==> src/rtl/sm4_pkg.sv <==
// Shared SM4 definitions: S-box, FSM encoding, word/round constants, legal UNROLL set.
// Latency: n/a (constants and pure functions only).
// Backpressure: n/a.
package sm4_pkg;

   localparam int SM4_WORD_W = 32;
   localparam int SM4_ROUNDS = 32;
   localparam int SM4_UNROLL_LEGAL [4] = '{1, 2, 4, 8};

   typedef enum logic [1:0] {
      ST_IDLE  = 2'd0,
      ST_ROUND = 2'd1,
      ST_HOLD  = 2'd2
   } sm4_state_e;

   localparam logic [7:0] SM4_SBOX [256] = '{
      8'hd6, 8'h90, 8'he9, 8'hfe, 8'hcc, 8'he1, 8'h3d, 8'hb7, 8'h16, 8'hb6, 8'h14, 8'hc2, 8'h28, 8'hfb, 8'h2c, 8'h05,
      8'h2b, 8'h67, 8'h9a, 8'h76, 8'h2a, 8'hbe, 8'h04, 8'hc3, 8'haa, 8'h44, 8'h13, 8'h26, 8'h49, 8'h86, 8'h06, 8'h99,
      8'h9c, 8'h42, 8'h50, 8'hf4, 8'h91, 8'hef, 8'h98, 8'h7a, 8'h33, 8'h54, 8'h0b, 8'h43, 8'hed, 8'hcf, 8'hac, 8'h62,
      8'he4, 8'hb3, 8'h1c, 8'ha9, 8'hc9, 8'h08, 8'he8, 8'h95, 8'h80, 8'hdf, 8'h94, 8'hfa, 8'h75, 8'h8f, 8'h3f, 8'ha6,
      8'h47, 8'h07, 8'ha7, 8'hfc, 8'hf3, 8'h73, 8'h17, 8'hba, 8'h83, 8'h59, 8'h3c, 8'h19, 8'he6, 8'h85, 8'h4f, 8'ha8,
      8'h68, 8'h6b, 8'h81, 8'hb2, 8'h71, 8'h64, 8'hda, 8'h8b, 8'hf8, 8'heb, 8'h0f, 8'h4b, 8'h70, 8'h56, 8'h9d, 8'h35,
      8'h1e, 8'h24, 8'h0e, 8'h5e, 8'h63, 8'h58, 8'hd1, 8'ha2, 8'h25, 8'h22, 8'h7c, 8'h3b, 8'h01, 8'h21, 8'h78, 8'h87,
      8'hd4, 8'h00, 8'h46, 8'h57, 8'h9f, 8'hd3, 8'h27, 8'h52, 8'h4c, 8'h36, 8'h02, 8'he7, 8'ha0, 8'hc4, 8'hc8, 8'h9e,
      8'hea, 8'hbf, 8'h8a, 8'hd2, 8'h40, 8'hc7, 8'h38, 8'hb5, 8'ha3, 8'hf7, 8'hf2, 8'hce, 8'hf9, 8'h61, 8'h15, 8'ha1,
      8'he0, 8'hae, 8'h5d, 8'ha4, 8'h9b, 8'h34, 8'h1a, 8'h55, 8'had, 8'h93, 8'h32, 8'h30, 8'hf5, 8'h8c, 8'hb1, 8'he3,
      8'h1d, 8'hf6, 8'he2, 8'h2e, 8'h82, 8'h66, 8'hca, 8'h60, 8'hc0, 8'h29, 8'h23, 8'hab, 8'h0d, 8'h53, 8'h4e, 8'h6f,
      8'hd5, 8'hdb, 8'h37, 8'h45, 8'hde, 8'hfd, 8'h8e, 8'h2f, 8'h03, 8'hff, 8'h6a, 8'h72, 8'h6d, 8'h6c, 8'h5b, 8'h51,
      8'h8d, 8'h1b, 8'haf, 8'h92, 8'hbb, 8'hdd, 8'hbc, 8'h7f, 8'h11, 8'hd9, 8'h5c, 8'h41, 8'h1f, 8'h10, 8'h5a, 8'hd8,
      8'h0a, 8'hc1, 8'h31, 8'h88, 8'ha5, 8'hcd, 8'h7b, 8'hbd, 8'h2d, 8'h74, 8'hd0, 8'h12, 8'hb8, 8'he5, 8'hb4, 8'hb0,
      8'h89, 8'h69, 8'h97, 8'h4a, 8'h0c, 8'h96, 8'h77, 8'h7e, 8'h65, 8'hb9, 8'hf1, 8'h09, 8'hc5, 8'h6e, 8'hc6, 8'h84,
      8'h18, 8'hf0, 8'h7d, 8'hec, 8'h3a, 8'hdc, 8'h4d, 8'h20, 8'h79, 8'hee, 8'h5f, 8'h3e, 8'hd7, 8'hcb, 8'h39, 8'h48
   };

   // Non-linear byte substitution applied to each byte of a word.
   function automatic logic [SM4_WORD_W-1:0] sm4_tau(input logic [SM4_WORD_W-1:0] a);
      return {SM4_SBOX[a[31:24]], SM4_SBOX[a[23:16]], SM4_SBOX[a[15:8]], SM4_SBOX[a[7:0]]};
   endfunction

   function automatic bit sm4_unroll_legal(input int u);
      bit ok;
      ok = 1'b0;
      for (int i = 0; i < 4; i++)
         if (SM4_UNROLL_LEGAL[i] == u) ok = 1'b1;
      return ok;
   endfunction

endpackage

==> src/rtl/one_round_for_encdec.sv <==
// One combinational SM4 round: {X0,X1,X2,X3} -> {X1,X2,X3,X0^T(X1^X2^X3^rk)}.
// Latency: 0 cycles (pure combinational).
// Backpressure: none; the caller registers the result.
// Ports: i_dat 128-bit state in (X0 in MSBs), i_rk round key, o_dat next state.
module one_round_for_encdec
   import sm4_pkg::*;
(
   input  logic [127:0]           i_dat,
   input  logic [SM4_WORD_W-1:0]  i_rk,
   output logic [127:0]           o_dat
);

   logic [SM4_WORD_W-1:0] w_t_in;
   logic [SM4_WORD_W-1:0] w_b;
   logic [SM4_WORD_W-1:0] w_l;

   assign w_t_in = i_dat[95:64] ^ i_dat[63:32] ^ i_dat[31:0] ^ i_rk;
   assign w_b    = sm4_tau(w_t_in);
   // Linear diffusion L(B) = B ^ B<<<2 ^ B<<<10 ^ B<<<18 ^ B<<<24
   assign w_l    = w_b ^ {w_b[29:0], w_b[31:30]} ^ {w_b[21:0], w_b[31:22]}
                       ^ {w_b[13:0], w_b[31:14]} ^ {w_b[7:0],  w_b[31:8]};
   assign o_dat  = {i_dat[95:0], i_dat[127:96] ^ w_l};

endmodule

==> src/rtl/sm4_encdec_pipe.sv <==
// Iterative SM4 encrypt/decrypt engine, UNROLL rounds per clock, optional CBC chaining.
// Latency: out_valid rises 32/UNROLL edges after acceptance; one block in flight at a time.
// Backpressure: result held in HOLD until out_ready; in_ready stays low until the cycle after.
// Ports: clk/reset; key_ready_in + rk_data_in (32 round keys); dec_in/cbc_in mode;
//        iv_load_in/iv_in chain load; in_valid/in_ready/in_data; out_valid/out_ready/out_data; busy.
module sm4_encdec_pipe
   import sm4_pkg::*;
#(
   parameter int UNROLL = 1,
   parameter int CBC_EN = 1
) (
   input  logic          clk,
   input  logic          reset,
   input  logic          key_ready_in,
   input  logic [1023:0] rk_data_in,
   input  logic          dec_in,
   input  logic          cbc_in,
   input  logic          iv_load_in,
   input  logic [127:0]  iv_in,
   input  logic          in_valid,
   output logic          in_ready,
   input  logic [127:0]  in_data,
   output logic          out_valid,
   input  logic          out_ready,
   output logic [127:0]  out_data,
   output logic          busy
);

   if (!sm4_unroll_legal(UNROLL)) begin : g_bad_unroll
      $error("sm4_encdec_pipe: UNROLL=%0d must be 1, 2, 4 or 8", UNROLL);
   end

   sm4_state_e    r_state, w_state_nxt;
   logic [4:0]    r_cnt;
   logic [127:0]  r_blk, r_ct, r_chain, r_out;
   logic          r_dec, r_cbc;

   logic          w_accept, w_out_hs, w_last, w_cbc_in;
   logic [127:0]  w_rev;
   logic [127:0]  w_x [UNROLL+1];

   assign w_cbc_in  = (CBC_EN != 0) ? cbc_in : 1'b0;
   assign in_ready  = (r_state == ST_IDLE) & key_ready_in & ~iv_load_in & ~reset;
   assign w_accept  = in_valid & in_ready;
   assign out_valid = (r_state == ST_HOLD);
   assign w_out_hs  = out_valid & out_ready;
   assign busy      = (r_state != ST_IDLE);
   assign out_data  = r_out;
   assign w_last    = (r_cnt == 5'(SM4_ROUNDS - UNROLL));

   // Round chain: stage k evaluates round (r_cnt + k); decrypt walks the keys backwards.
   assign w_x[0] = r_blk;
   for (genvar k = 0; k < UNROLL; k++) begin : g_rnd
      logic [4:0] w_j, w_ki;
      assign w_j  = r_cnt + 5'(k);
      assign w_ki = r_dec ? (5'd31 - w_j) : w_j;
      one_round_for_encdec u_round (
         .i_dat (w_x[k]),
         .i_rk  (rk_data_in[32*w_ki +: 32]),
         .o_dat (w_x[k+1])
      );
   end

   // Final state {X32,X33,X34,X35} is emitted word-reversed.
   assign w_rev = {w_x[UNROLL][31:0], w_x[UNROLL][63:32], w_x[UNROLL][95:64], w_x[UNROLL][127:96]};

   always_ff @(posedge clk or posedge reset) begin
      if (reset) r_state <= ST_IDLE;
      else       r_state <= w_state_nxt;
   end

   always_comb begin
      w_state_nxt = r_state;
      unique case (r_state)
         ST_IDLE:  if (w_accept) w_state_nxt = ST_ROUND;
         ST_ROUND: if (w_last)   w_state_nxt = ST_HOLD;
         ST_HOLD:  if (out_ready) w_state_nxt = ST_IDLE;
         default:  w_state_nxt = ST_IDLE;
      endcase
   end

   always_ff @(posedge clk or posedge reset) begin
      if (reset) begin
         r_cnt   <= '0;
         r_blk   <= '0;
         r_ct    <= '0;
         r_chain <= '0;
         r_out   <= '0;
         r_dec   <= 1'b0;
         r_cbc   <= 1'b0;
      end else begin
         if (w_accept) begin
            r_blk <= (w_cbc_in & ~dec_in) ? (in_data ^ r_chain) : in_data;
            r_ct  <= in_data;
            r_dec <= dec_in;
            r_cbc <= w_cbc_in;
            r_cnt <= '0;
         end else if (r_state == ST_ROUND) begin
            r_blk <= w_x[UNROLL];
            if (w_last) begin
               r_cnt <= '0;
               r_out <= w_rev ^ ((r_cbc & r_dec) ? r_chain : 128'd0);
            end else begin
               r_cnt <= r_cnt + 5'(UNROLL);
            end
         end
         // in_ready excludes iv_load_in, so an IV load never coincides with acceptance.
         if ((CBC_EN != 0) && (r_state == ST_IDLE) && iv_load_in)
            r_chain <= iv_in;
         else if (w_out_hs && r_cbc)
            r_chain <= r_dec ? r_ct : r_out;
      end
   end

endmodule

==> config.mk <==
export PLATFORM = sky130hd
export DESIGN_NAME = sm4_encdec_pipe
export DESIGN_NICKNAME = d
export VERILOG_FILES = /design/src/rtl/sm4_pkg.sv /design/src/rtl/one_round_for_encdec.sv /design/src/rtl/sm4_encdec_pipe.sv
export SDC_FILE = /design/constraint.sdc
export NUM_CORES = 2
export LEC_CHECK = 0
export ABC_AREA = 1
export CAP_MARGIN = 20
export CORE_AREA = 4 4 555 557
export CTS_BUF_LIST = sky130_fd_sc_hd__clkbuf_2
export DETAILED_ROUTE_END_ITERATION = 10
export DIE_AREA = 0 0 559 561
export GPL_TIMING_DRIVEN = 0
export PLACE_DENSITY = 0.39
export SYNTH_ARGS = -nofsm -noshare
export SYNTH_HDL_FRONTEND = slang
export SYNTH_SLANG_ARGS = --single-unit
==> constraint.sdc <==
create_clock -name clk -period 25.5 [get_ports clk]
set_input_delay 5.1 -clock clk [delete_from_list [all_inputs] [get_ports clk]]
set_output_delay 5.1 -clock clk [all_outputs]
set_load 0.01 [all_outputs]
After elaboration in Yosys (flattened, before gate mapping)
Memories as Yosys holds them, arrays and structs flattened.
Index checks and enable logic that the tools add are counted.
{"block": "totals", "reg_bits": 521, "mem_bits_ro": 8192, "input_bits": 1288, "out_inout_bits": 131, "n_memories": 4}
{"memory": "(no name shown)", "depth": 256, "width": 8, "rd": 1, "rd_ports_with_merged_regs": 0, "write_ports": 0, "line": "sm4_pkg.sv:37", "source": "return {SM4_SBOX[a[31:24]], SM4_SBOX[a[23:16]], SM4_SBOX[a[15:8]], SM4_SBOX[a[7:0]]};"}
{"memory": "(no name shown)", "depth": 256, "width": 8, "rd": 1, "rd_ports_with_merged_regs": 0, "write_ports": 0, "line": "sm4_pkg.sv:37"}
{"memory": "(no name shown)", "depth": 256, "width": 8, "rd": 1, "rd_ports_with_merged_regs": 0, "write_ports": 0, "line": "sm4_pkg.sv:37"}
{"memory": "(no name shown)", "depth": 256, "width": 8, "rd": 1, "rd_ports_with_merged_regs": 0, "write_ports": 0, "line": "sm4_pkg.sv:37"}
{"block": "op_classes", "n_addsub": 2, "order_cmp": 4, "n_eq_ne": 6, "shift": 1, "n_mux": 23, "bitwise": 25, "n_reduce_logical": 8}
{"cell": "variable part select 1024 x 11 -> 32 bit", "count": 1}
{"cell": "two-way mux 128 bit", "count": 7}
{"cell": "bitwise XOR 128 bit", "count": 2}
{"cell": "bitwise XOR 32 bit", "count": 8}
{"cell": "two-way mux 8 bit", "count": 8}
{"cell": ">= comparator 9 bit (second input constant)", "count": 4}
{"cell": "inverter 8 -> 9 bit", "count": 4}
{"cell": "two-way mux 5 bit", "count": 4}
{"cell": "bitwise AND 1 bit", "count": 7}
{"cell": "two-way mux 2 bit", "count": 3}
{"cell": "one-hot mux 2 bit (3 select lines)", "count": 1}
{"cell": "AND reduction 3 bit", "count": 2}
{"cell": "nonzero test 2 bit", "count": 3}
{"cell": "adder 5 x 1 -> 5 bit (second input constant)", "count": 1}
{"cell": "== test 5 bit (second input constant)", "count": 1}
{"cell": "subtractor 5 bit (first input constant)", "count": 1}
{"cell": "!= test 2 bit (second input constant)", "count": 2}
{"cell": "inverter 1 bit", "count": 4}
{"cell": "== test 2 x 1 -> 1 bit (second input constant)", "count": 1}
{"cell": "== test 2 bit (second input constant)", "count": 1}
{"cell": "logical AND 1 bit", "count": 2}
{"cell": "logical NOT 2 bit", "count": 1}
{"cell": "!= test 2 x 1 -> 1 bit (second input constant)", "count": 1}

Logic depth before layout (Yosys ltp)
{"block": "depth", "word_depth": 15, "depth_mapped": 37, "depth_no_buf": 34}

Cells and area by module
A second synthesis with hierarchy kept.
{"block": "hier_totals", "hier_cells": 10239, "hier_area_um2": 57844.2}
{"module": "sm4_encdec_pipe", "n_inst": 1, "cells_each": 6511, "area_per_inst_um2": 40229.8, "seq_area_each_um2": 13037.5}
{"module": "one_round_for_encdec", "n_inst": 1, "cells_each": 3728, "area_per_inst_um2": 17614.4, "seq_area_each_um2": 0.0}

Least setup slack after synthesis
OpenSTA, ideal clock, no wires.
{"block": "synth_timing", "kind": "input to output", "start": "in reset", "end": "out in_ready", "arrival_ps": 16568, "required_ps": 20400, "path_slack_ps": 3832, "cell_stages": 3, "path_buffers": 0, "cell_sequence": "inv_1 nand3_1 inv_1"}
{"block": "synth_between", "elab_chain_len": 2}
{"item": "from (decl)", "line": "sm4_encdec_pipe.sv:13", "source": "input logic reset,"}
{"item": "inverter 1 bit", "line": "sm4_encdec_pipe.sv:43", "source": "assign in_ready = (r_state == ST_IDLE) & key_ready_in & ~iv_load_in & ~reset;"}
{"item": "bitwise AND 1 bit", "line": "sm4_encdec_pipe.sv:43"}
{"item": "to (decl)", "line": "sm4_encdec_pipe.sv:21", "source": "output logic in_ready,"}
No other way between the ends.

Worst setup path after layout
Ends and elaborated chain as after synthesis.

==> impl_results.md <==
- Worst EP arrival: 7600 ps
- Most instantiated cells after synthesis: nand2_1, nand3_1, dfrtp_1
- Die area: 0.314 mm^2
- CP Cell Sequence: clkdlybuf4s50_1 -> inv_8 -> buf_16 -> nand3_1 -> inv_1 -> clkdlybuf4s50_1
- Setup Crit Path Kind: input pin to primary output
- Final Hold Fails: 0
- First-pass GRT wire length: 770 mm
- Sum Neg Setup Slack: 0 ps
- CTS tree: built
- Worst hold path type: flop to flop
- PortBufs: 1418
- First-pass iteration count of the detailed router: 7
- Die height: 561 um
- Syn Nets: 10434
- Core footprint: 0.303 mm^2
- Crit path max-delay cell type: inv_8
- Tightest Pin Transition: 1330 ps
- Drt total wl: 605 mm
- Mapped Cells: 9127
- Clock buffer depth: 3
- Insertion delay to the later sink of the worst-skew pair: 1600 ps
- Area leader, netlist: nand2_1
- FF+latch area: 0.0130 mm^2
- Reg clk slew, reported paths: 90 ps
- Initial antenna violation count: 166
- # IOs: 1419
- Global route overflow: 0
- Slack of the critical path: 12800 ps
- Gr usage total: 0.367
- Layout area overhead: 39.9%
- CTS root buf: clkbuf_2
- Fraction of registers with async set or reset after synthesis: 1.00
- Initial Util: 0.175
- Post-CTS setup buffers: 0
- Number of gates resized after cts: 0
- Vias in the first global route: 74406
- Layout cells sized above 1: 0.0759
- Max Cap Viol: 0
- Hold buffer count at CTS: 0
- Final worst path period need: 12700 ps
- Clock sinks: 521
- EDFF count, synth: 0
- Top cell type's share of synthesized area: 0.258
- Flops & latches, synth: 521
- Vias/cell: 5.26
- Critical path fanouts, max: 114
- Area of the multi-input gates: 0.0347 mm^2
- Cell Area, Synth: 0.0530 mm^2
- Post-layout util: 0.245
- Crit-path most repeated cell: clkdlybuf4s50_1
- Outcome: finished, final reports clean
- Pins Over Slew Limit: 0
- Initial DRC count: 10186
- Largest net degree at the start of global routing: 115
- Seq/Total Area, Yosys: 0.246
- Final worst-path cycle share: 0.498
- Fmax: 0.0788 GHz
- Num rows: 202
- RSZ-0062 raised after global routing: false
- Filler cells: 35010
- Synth Area per Inst: 5.81 um^2
- CP endpoint kind: primary output
- Routed Antenna Nets: 0
- Startpoint type of the worst setup path: input pin
- Setup Viol. Count Final: 0
- Num CTS Buffers: 148
- Nets: 12029
- Number of synthesis warnings: 0
- Post-synth cell types: 44
- Via count: 78376
- H-tree level count: 4
- Routability cong.: 1.05
- Slew HR: 0.112
- Critical path's largest stage delay: 560 ps
- Post-DP HPWL: 507 mm
- Top post-synthesis cells by area: nand2_1, dfrtp_1, nand3_1
- Final setup skew: 129 ps
- Worst EP required: 20400 ps
- Remaining DRCs: 0
- Die X: 559 um
- Pre-CTS WS: 12690 ps
- Most used DFF post-synth: dfrtp_1
- Cell with the most instances after synthesis: nand2_1
- Drt wl/cell: 40.6 um
==> cell families (layout without fill, tap and decap cells) <==
logic type,after synthesis,count (layout),synth area share
AND/OR/NAND/NOR,6207,6207,0.498
buffers and inverters,1143,2832,0.100
AO/OA/AOI/OAI,928,928,0.0991
flip-flops,521,521,0.246
XOR/XNOR,309,309,0.0526
adder cells (fa/ha/maj),19,19,0.00448
other,0,114,0
==> stage by stage <==
step                cells  area [um^2]  hold WS (ps)
global route        14865        74100           505
floorplan            9127        53000           449
global placement    14523        72200           465
CTS                 14791        73900           489
detailed placement  14547        72600           466
finish              14908        74200           491
==> critical path: cells and delay by family <==
kind                   cells  cell delay, ps
buffers and inverters      5            2150
AND/OR/NAND/NOR            1             140
==> state kept, by name, indices dropped and copies added (netlist names) <==
signal,cells
r_dec,1
r_cnt,5
r_state,2
r_cbc,1
r_chain,128
r_blk,128
out_data,128
r_ct,128
==> layout by cell type, fill, tap and decap left out, types with 50 or more instances in the layout <==
cell type	synthesis	layout
nor2_1	379	379
a31oi_1	50	50
xor2_1	263	263
buf_2	223	223
o211ai_1	74	74
inv_2	54	57
dfrtp_1	521	521
buf_6	45	50
clkbuf_2	0	207
nand2_2	65	65
o22ai_1	65	65
diode_2	0	114
a22oi_1	88	88
nand2_1	3646	3646
a21oi_1	84	84
nand3_1	1982	1982
buf_4	102	102
clkdlybuf4s50_1	0	1418
clkbuf_1	237	235
o21ai_0	515	515
inv_1	455	454
==> routing by layer <==
metal  track usage  part of all wire  up-vias
met4         0.218             0.068       22
li1              -                 -    33227
met3        0.0842             0.084      977
met5             0           0.00025        -
met1         0.456              0.40    39071
met2         0.580              0.44     5079
==> final cells by class <==
cell class,instances,share of cell area
Multi-Input combinational cell,7463,0.468
Timing Repair Buffer,1445,0.197
Sequential cell,521,0.176
Tap cell,3978,0.0671
Buffer,629,0.0455
Inverter,514,0.0261
Clock buffer,205,0.0138
Antenna cell,114,0.00384
Clock inverter,39,0.00315
==> final timing paths <==
path	from	end	slack (ps)	cells after the start
max reg2reg	r_dec	out_data[123]	17620	33
max	reset	in_ready	12800	6
min in group asynchronous	reset	out_data[50]	4080	2
max in group asynchronous	reset	r_ct[115]	20060	3
min	r_ct[3]	r_ct[3]	490	2
min reg2reg	r_ct[3]	r_ct[3]	490	2
Power is left out: the tool's default activity adds up to more than one toggle a clock period on the data nets, which glitch-free logic cannot reach.
